[config.mk]
export PLATFORM = sky130hd
export DESIGN_NAME = softmax_sampler_ctrl
export DESIGN_NICKNAME = d
export VERILOG_FILES = /design/src/rtl/softmax_pkg.sv /design/src/rtl/softmax_accum.sv /design/src/rtl/softmax_sampler_ctrl.sv
export SDC_FILE = /design/constraint.sdc
export NUM_CORES = 2
export LEC_CHECK = 0
export CORE_MARGIN = 3
export CORE_UTILIZATION = 43
export DETAILED_ROUTE_END_ITERATION = 6
export PLACE_DENSITY = 0.66
export SYNTH_ARGS = -nofsm -noshare
export SYNTH_HDL_FRONTEND = slang
export SYNTH_SLANG_ARGS = --single-unit
[constraint.sdc]
create_clock -name clk -period 7.8 [get_ports clk]
set_input_delay 0.78 -clock clk [delete_from_list [all_inputs] [get_ports clk]]
set_output_delay 0.78 -clock clk [all_outputs]
set_load 0.03 [all_outputs]
[src/rtl/softmax_pkg.sv]
// Shared constants, FSM state encoding and width helper for the softmax sampler.
package softmax_pkg;

  localparam int LOGIT_W = 16;
  localparam int EXP_W   = 40;
  localparam int RAND_W  = 16;

  typedef enum logic [2:0] {
    ST_IDLE,
    ST_SUM,
    ST_SUM_DRAIN,
    ST_THRESH,
    ST_SCAN,
    ST_SCAN_DRAIN,
    ST_DONE
  } state_e;

  // Accumulator width: one exp result per logit, so log2(N) guard bits suffice.
  function automatic int sum_width(input int addr_w);
    return EXP_W + addr_w;
  endfunction

endpackage

[src/rtl/softmax_accum.sv]
// Sum/cumulative accumulators, threshold multiply and first-hit index capture.
module softmax_accum import softmax_pkg::*; #(
  parameter int N_LOGITS = 128,
  parameter int ADDR_W   = 7
) (
  input  logic              clk,
  input  logic              rst,
  input  logic              clear_i,
  input  logic              scan_i,
  input  logic              valid_i,
  input  logic              thr_load_i,
  input  logic              finalize_i,
  input  logic [EXP_W-1:0]  exp_i,
  input  logic [ADDR_W-1:0] idx_i,
  input  logic [RAND_W-1:0] rand_i,
  output logic [ADDR_W-1:0] sel_index_o
);

  localparam int SUM_W = sum_width(ADDR_W);
  localparam logic [ADDR_W-1:0] LAST_IDX = ADDR_W'(N_LOGITS - 1);

  logic [SUM_W-1:0]        sum_q, cum_q, thr_q;
  logic [SUM_W-1:0]        sum_d, cum_d, thr_d;
  logic [SUM_W+RAND_W-1:0] prod;
  logic                    found_q;
  logic                    hit;
  logic [ADDR_W-1:0]       sel_q;

  assign sum_d = sum_q + SUM_W'(exp_i);
  assign cum_d = cum_q + SUM_W'(exp_i);

  // Full-width product so the >>RAND_W keeps thr strictly below sum.
  assign prod  = {{RAND_W{1'b0}}, sum_q} * {{SUM_W{1'b0}}, rand_i};
  assign thr_d = SUM_W'(prod >> RAND_W);

  // First result in the scan pass whose running total strictly exceeds thr.
  assign hit = valid_i && scan_i && !found_q && (cum_d > thr_q);

  assign sel_index_o = sel_q;

  // Accumulator, threshold and selection registers.
  // NOTE: sequential state uses non-blocking (<=) so every register samples pre-edge values.
  always_ff @(posedge clk) begin
    if (rst) begin
      sum_q   <= '0;
      cum_q   <= '0;
      thr_q   <= '0;
      found_q <= 1'b0;
      sel_q   <= '0;
    end else if (clear_i) begin
      sum_q   <= '0;
      cum_q   <= '0;
      found_q <= 1'b0;
    end else begin
      if (valid_i && !scan_i) sum_q <= sum_d;
      if (valid_i && scan_i)  cum_q <= cum_d;
      if (thr_load_i)         thr_q <= thr_d;
      if (hit) begin
        found_q <= 1'b1;
        sel_q   <= idx_i;
      end else if (finalize_i && !found_q) begin
        sel_q   <= LAST_IDX;
      end
    end
  end

endmodule

[src/rtl/softmax_sampler_ctrl.sv]
// Two-pass softmax sampler controller driving the shared exp unit.
// Optional temperature scaling is enabled by defining SOFTMAX_TEMP_EN.
module softmax_sampler_ctrl import softmax_pkg::*; #(
  parameter int N_LOGITS = 128,
  parameter int ADDR_W   = 7
) (
  input  logic               clk,
  input  logic               rst,
  input  logic               start,
  input  logic [RAND_W-1:0]  rand_in,
`ifdef SOFTMAX_TEMP_EN
  input  logic [2:0]         temp_shift,
`endif
  output logic               busy,
  output logic               done,
  output logic [ADDR_W-1:0]  sel_index,
  output logic [ADDR_W-1:0]  logit_addr,
  input  logic [LOGIT_W-1:0] logit_data,
  output logic               exp_en,
  output logic [LOGIT_W-1:0] exp_in,
  input  logic [EXP_W-1:0]   exp_out,
  input  logic               exp_valid
);

  localparam logic [ADDR_W-1:0] LAST_ADDR = ADDR_W'(N_LOGITS - 1);

  state_e            state_q, state_d;
  logic [ADDR_W-1:0] addr_q, addr_d;
  logic              drain_q, drain_d;
  logic [RAND_W-1:0] rand_lat_q, rand_lat_d;
  logic              clear, thr_load, finalize;
  logic              addr_valid, scan_pass;

  // Address/valid delay line: d1 aligns with exp_en, d2 with exp_out.
  logic              exp_en_q, res_valid_q;
  logic [ADDR_W-1:0] addr_d1_q, addr_d2_q;

`ifdef SOFTMAX_TEMP_EN
  logic [2:0] temp_lat_q;

  // Temperature shift is captured together with the random word.
  always_ff @(posedge clk) begin
    if (rst)                                temp_lat_q <= '0;
    else if (state_q == ST_IDLE && start)   temp_lat_q <= temp_shift;
  end

  assign exp_in = exp_en_q ? LOGIT_W'($signed(logit_data) >>> temp_lat_q) : '0;
`else
  assign exp_in = exp_en_q ? logit_data : '0;
`endif

  assign addr_valid = (state_q == ST_SUM) || (state_q == ST_SCAN);
  assign scan_pass  = (state_q == ST_SCAN) || (state_q == ST_SCAN_DRAIN);
  assign logit_addr = addr_q;
  assign exp_en     = exp_en_q;
  assign busy       = (state_q != ST_IDLE);
  assign done       = (state_q == ST_DONE);

  // State, address counter, drain counter and latched random word.
  always_ff @(posedge clk) begin
    if (rst) begin
      state_q    <= ST_IDLE;
      addr_q     <= '0;
      drain_q    <= 1'b0;
      rand_lat_q <= '0;
    end else begin
      state_q    <= state_d;
      addr_q     <= addr_d;
      drain_q    <= drain_d;
      rand_lat_q <= rand_lat_d;
    end
  end

  // Next-state logic and per-state control strobes.
  // NOTE: every always_comb output gets a default first so no path infers a latch.
  always_comb begin
    state_d    = state_q;
    addr_d     = addr_q;
    drain_d    = drain_q;
    rand_lat_d = rand_lat_q;
    clear      = 1'b0;
    thr_load   = 1'b0;
    finalize   = 1'b0;
    case (state_q)
      ST_IDLE: begin
        if (start) begin
          state_d    = ST_SUM;
          addr_d     = '0;
          rand_lat_d = rand_in;
          clear      = 1'b1;
        end
      end
      ST_SUM, ST_SCAN: begin
        if (addr_q == LAST_ADDR) begin
          addr_d  = '0;
          drain_d = 1'b0;
          state_d = (state_q == ST_SUM) ? ST_SUM_DRAIN : ST_SCAN_DRAIN;
        end else begin
          addr_d  = addr_q + 1'b1;
        end
      end
      ST_SUM_DRAIN: begin
        drain_d = ~drain_q;
        if (drain_q) state_d = ST_THRESH;
      end
      ST_THRESH: begin
        thr_load = 1'b1;
        state_d  = ST_SCAN;
      end
      ST_SCAN_DRAIN: begin
        drain_d = ~drain_q;
        if (drain_q) begin
          finalize = 1'b1;
          state_d  = ST_DONE;
        end
      end
      ST_DONE: state_d = ST_IDLE;
      default: state_d = ST_IDLE;
    endcase
  end

  // Delay the address-valid and address to line up with RAM data and exp results.
  always_ff @(posedge clk) begin
    if (rst) begin
      exp_en_q    <= 1'b0;
      res_valid_q <= 1'b0;
      addr_d1_q   <= '0;
      addr_d2_q   <= '0;
    end else begin
      exp_en_q    <= addr_valid;
      res_valid_q <= exp_en_q;
      addr_d1_q   <= addr_q;
      addr_d2_q   <= addr_d1_q;
    end
  end

  softmax_accum #(
    .N_LOGITS (N_LOGITS),
    .ADDR_W   (ADDR_W)
  ) u_accum (
    .clk         (clk),
    .rst         (rst),
    .clear_i     (clear),
    .scan_i      (scan_pass),
    .valid_i     (exp_valid && res_valid_q),
    .thr_load_i  (thr_load),
    .finalize_i  (finalize),
    .exp_i       (exp_out),
    .idx_i       (addr_d2_q),
    .rand_i      (rand_lat_q),
    .sel_index_o (sel_index)
  );

endmodule

# After elaboration in Yosys (flattened, before gate mapping)
# Index checks and enable logic that the tools add are counted.
[word_totals]
latchBits = 0
mem_count = 0
out_inout_bits = 33
rom_bits = 0
mem_bits_rw = 0
ff_bits = 192
word_cells = 74
input_bits = 76
[classes]
n_shift = 0
multipliers = 1
magnitude_cmp = 1
bitwise_logic = 2
addsub = 3
n_mux = 19
eq_ne = 11
n_div = 0
n_reduce_logical = 24
[op_table]
columns = ["op", "n"]
rows = [
  ["adder 47 x 40 -> 47 bit", 2],
  ["multiplier 47 x 16 -> 63 bit", 1],
  ["> comparator 47 bit", 1],
  ["2-to-1 mux 7 bit", 4],
  ["2-to-1 mux 16 bit", 1],
  ["2-to-1 mux 3 bit", 5],
  ["one-hot mux 3 bit (5 select lines)", 1],
  ["one-hot mux 7 bit (2 select lines)", 1],
  ["AND reduction 2 bit", 5],
  ["equality test 3 bit, second input constant", 3],
  ["inequality test 2 bit, second input constant", 4],
  ["adder 7 x 1 -> 7 bit, second input constant", 1],
  ["equality test 7 bit, second input constant", 1],
  ["equality test 3 x 2 -> 1 bit, second input constant", 2],
  ["logical AND 1 bit", 6],
  ["2-to-1 mux 1 bit", 6],
  ["nonzero test 2 bit", 3],
  ["OR reduction 2 bit", 3],
  ["AND reduction 4 bit", 1],
  ["equality test 3 x 1 -> 1 bit, second input constant", 1],
  ["zero test 3 bit", 1],
  ["nonzero test 3 bit", 1],
  ["zero test 1 bit", 2],
  ["logical OR 1 bit", 2],
  ["2 further kinds", 3],
]

# Logic depth before layout (Yosys ltp)
[logic_depth]
ltp_word = 7
ltp_mapped = 26
ltp_nobuf = 23

# Cells and area by module
# From an unflattened synthesis, not the netlist that was laid out.
[unflattened]
hier_cells = 4345
area_unflattened_um2 = 35813.1
[modules_own_cells]
columns = ["mod", "cells_each", "instances", "seq_area_each_um2", "area_each_um2"]
rows = [
  ["softmax_accum", 4146, 1, 2982.9, 34075.2],
  ["softmax_sampler_ctrl", 199, 1, 860.8, 1737.9],
]

# Least setup slack after synthesis
# OpenSTA, ideal clock, no wires.
[synth_path]
kind = "register to register"
startpoint = "register rand_lat_q[1]"
endpoint = "register u_accum.thr_q[36]"
n_path_buf = 3
path_slack_ns = 1.320
arrival_ns = 6.351
synth_period_minus_slack_ns = 6.480
path_stages_with_launch = 27
t_required_ns = 7.671
setup_ns = 0.129
cell_sequence = "dfxtp_1 clkbuf_1 clkbuf_1 nand2_1 fa_1 inv_1 fa_1 inv_1 fa_1 inv_1 fa_1 fa_1 inv_1 fa_1 inv_1 ha_1 clkbuf_1 a21oi_1 o21ai_0 a21o_1 a2111oi_0 o31a_1 o21bai_1 a31o_2 a21oi_1 xor2_1 o21ai_0"
[synth_via]
elab_chain_len = 1
[synth_rtl]
columns = ["item", "line", "rtl"]
rows = [
  ["start: declaration", "softmax_sampler_ctrl.sv:30", "logic [RAND_W-1:0] rand_lat_q, rand_lat_d;"],
  ["start signal: assignment", "softmax_sampler_ctrl.sv:70", "rand_lat_q <= rand_lat_d;"],
  ["multiplier 47 x 16 -> 63 bit", "softmax_accum.sv:33", "assign prod = {{RAND_W{1'b0}}, sum_q} * {{SUM_W{1'b0}}, rand_i};"],
  ["end signal: assignment", "softmax_accum.sv:57", "if (thr_load_i) thr_q <= thr_d;"],
  ["end: declaration", "softmax_accum.sv:22", "logic [SUM_W-1:0] sum_q, cum_q, thr_q;"],
]
# No other way between the ends.
# A chain may end at the register's enable or synchronous reset.

# Worst setup path in the final report
[layout_path]
startpoint = "register rand_lat_q[2]"
endpoint = "register u_accum.thr_q[46]"
# The elaborated chain is that of the path after synthesis.

==> impl_metrics.json <==
{
  "cp_slowest_cell": "dfxtp_2",
  "final-hold-violation-count": 0,
  "num-fill-cells": 8025,
  "cts_hold_buf": 0,
  "seqPwrFrac_pct": 35.9,
  "power_mw": 3.10,
  "startpoint_type": "flip-flop",
  "ant_nets": 0,
  "worstHoldStart": "addr_d1_q[4]",
  "synth_nets": 5342,
  "syn_area_um2": 35700,
  "critPathMaxStageDelay_ns": 0.84,
  "crit_start": "rand_lat_q[2]",
  "crit_chain": "buf_4 -> nand2_1 -> fa_1 -> fa_1 -> fa_1 -> inv_1 -> fa_1 -> fa_1 -> inv_1 -> fa_1 -> inv_1 -> ha_1 -> a21oi_1 -> o21ai_0 -> a311oi_1 -> and4b_1 -> o31a_1 -> o21a_1 -> o21ai_1 -> a31oi_1 -> xnor2_1 -> o21ai_0",
  "hold_path.class": "reg -> reg",
  "place_area_um2": 38100,
  "post-route-period-util_pct": 94.0,
  "path_common_cell": "fa_1",
  "fin_area_um2": 38700,
  "layout_setup_ws_ns": 0.470,
  "drt_pre_antenna_iters": 6,
  "switching_share_pct": 42.1,
  "h-tree-depth": 4,
  "port_buffers": 108,
  "synth_edf_count": 0,
  "clockBufferDepth": 2,
  "cts.repair.resized": 0,
  "worst_slew_pin_slew_ns": 1.23,
  "viasPerCell": 5.37,
  "synthArstFlopShare_pct": 0,
  "path_class": "reg -> reg",
  "rsz0062_at_grt": "false",
  "dp_hpwl_um": 78200,
  "dp_cells": 5415,
  "path_clk_slew_ns": 0.11,
  "routed_wl_um": 98900,
  "final_cell_mix": "nand2_1 (839), inv_1 (759), fa_1 (629), and2_1 (280), a21oi_1 (269)",
  "tns_ns": 0,
  "pwr_density_cell_nw_per_um2": 80.0,
  "ys.flop_type": "dfxtp_1",
  "period_needed_ns": 7.33,
  "post_cts_buffers": 0,
  "synth_cell_type_count": 78,
  "clkLatencyLatePin_ns": 0.49,
  "slew_viol_final": 0,
  "critPathArrivalTime_ns": 7.67,
  "yosysSeqAreaShare_pct": 10.8,
  "r2r-start": "rand_lat_q[2]",
  "ys_ff_latch": 192,
  "die_h_um": 294,
  "die_w_um": 294,
  "synth.avg_cell_area_um2": 8.15,
  "final_core_util_pct": 47.2,
  "numCtsBuffers": 17,
  "vias": 29200,
  "gp_congestion": 0.926,
  "start_util_pct": 43.5,
  "instances_no_fill": 5447,
  "grt_pass1_vias": 30800,
  "wl_per_cell_um": 18.1,
  "yosysTopAreaCell": "fa_1",
  "max_freq_mhz": 136,
  "p_int_mw": 1.80,
  "die-area_um2": 86500,
  "num_antenna_cells": 0,
  "cts_sinks": 192,
  "drc": 0,
  "coreArea_um2": 82100,
  "p_leak_nw": 17.7,
  "yosys.area.top_type_share_pct": 35.3,
  "p_switching_mw": 1.31,
  "drv_cap": 0,
  "drive_above_1_share_pct": 3.63,
  "slew_headroom_pct": 17.6,
  "layout_commonest_cell": "nand2_1",
  "yosysWarnings": 0,
  "finalClockSkew_ns": 0.0273,
  "combPwrFrac_pct": 31.4,
  "crit_path_end_kind": "flip-flop",
  "clkPwrFrac_pct": 32.8,
  "synthCells": 4377,
  "status": "completed",
  "worstPathRequired_ns": 8.14,
  "first_iter_violations": 1807,
  "setup_viol": 0,
  "core.rowCount": 105,
  "holdWs_ns": 0.444,
  "track_usage_pct": 23.6,
  "antenna_found_initial": 0,
  "grt_max_degree": 73,
  "synthTopCellsByArea": "fa_1 (35%), dfxtp_1 (11%), ha_1 (9.1%), nand2_1 (8.8%), inv_1 (8.0%)",
  "grt_pass1_wl_um": 162000,
  "cp_max_fo": 27,
  "io-pin-count": 109,
  "tritoncts": "built",
  "syn2layout_area_growth_pct": 8.53,
  "irDropWorstVdd_mv": 0.234,
  "fin_nets": 5329,
  "root_buffer": "clkbuf_16",
  "pre_cts_ws_ns": 0.515,
  "grt.overflow.total": 0
}
registers in the layout, indices dropped and copies added, names as in the netlist:
register / flops
res_valid_q: 1
state_q: 3
u_accum.cum_q: 47
u_accum.found_q: 1
u_accum.sum_q: 47
u_accum.thr_q: 47
addr_d2_q: 7
drain_q: 1
exp_en: 1
u_accum.sel_index_o: 7
addr_d1_q: 7
rand_lat_q: 16
logit_addr: 7
critical path, delay by kind of cell (launching register included):
kind,cells,cell delay (ns)
buf+inv,4,0.45
xor+xnor,1,0.16
flops,1,0.84
fa+ha+maj,7,3.44
simple gates,2,0.37
compound gates,8,1.90
final timing paths:
check,to,slack [ns],cells past startpoint
worst max-delay path,u_accum.thr_q[46],0.47,22
worst min-delay path,addr_d2_q[4],0.44,1
worst max register to register,u_accum.thr_q[46],0.47,22
worst min register to register,addr_d2_q[4],0.44,1
logic make-up (layout without fill, tap and decap cells):
family	after synthesis	in the layout	synth area share, %
AOI/OAI and AO/OA	658	658	11.5
xor gates and xnor gates	136	136	3.34
adders and majority gates	889	889	44.4
buffers and inverters	990	990	10.4
DFF	192	192	10.8
muxes	1	1	0.0316
and+or+nand+nor	1511	1511	19.5
routing by layer:
layer  wire length (um)  part of all wire, %  global-route usage [%]
met1              40200                   41                    28.8
met2              49200                   50                    42.1
met3               4850                  4.9                    2.71
met4               4620                  4.7                    9.74
met5                  0                    0                       0
cell type report:
cell class              instances  area, um^2  area share, %
repair buffers                199        1880           4.86
multi-input cells            3195       28100           72.6
flip-flops and latches        192        3850           9.94
inverters                     759        2850           7.36
well taps                    1070        1340           3.46
clock inverters                15         246          0.636
clock buffers                  17         425           1.10
cells in the mapped netlist, drive strengths merged, types with 4 or more instances:
library cell	instances
ha	260
a21oi	269
a2111oi	4
nand2	839
or3	11
a22oi	4
and3	22
nand2b	12
a31oi	22
nor4	4
nand3	47
a211o	6
o211ai	13
a41o	6
dfxtp	192
and2	280
nor3b	4
nand4	57
a21boi	7
nor2	127
nor2b	40
xor2	44
o211a	4
a22o	4
o31ai	11
a41oi	4
or4	5
o21bai	27
o21ai	127
a21o	75
a211oi	24
buf	15
nor3	45
clkbuf	216
o22ai	4
and4	6
xnor2	92
fa	629
inv	759
o21a	20
power by group through the flow:
stage | logic, mW | clock network (mW) | registers [mW]
detailed placement | 0.968 | 0 | 1.13
CTS | 0.972 | 1.04 | 1.11
floorplan | 0.609 | 0 | 1.07
global placement | 0.961 | 0 | 1.13
finish | 0.973 | 1.02 | 1.11
global route | 1.06 | 1.07 | 1.12
No activity file was read; power rests on OpenSTA's default activity.
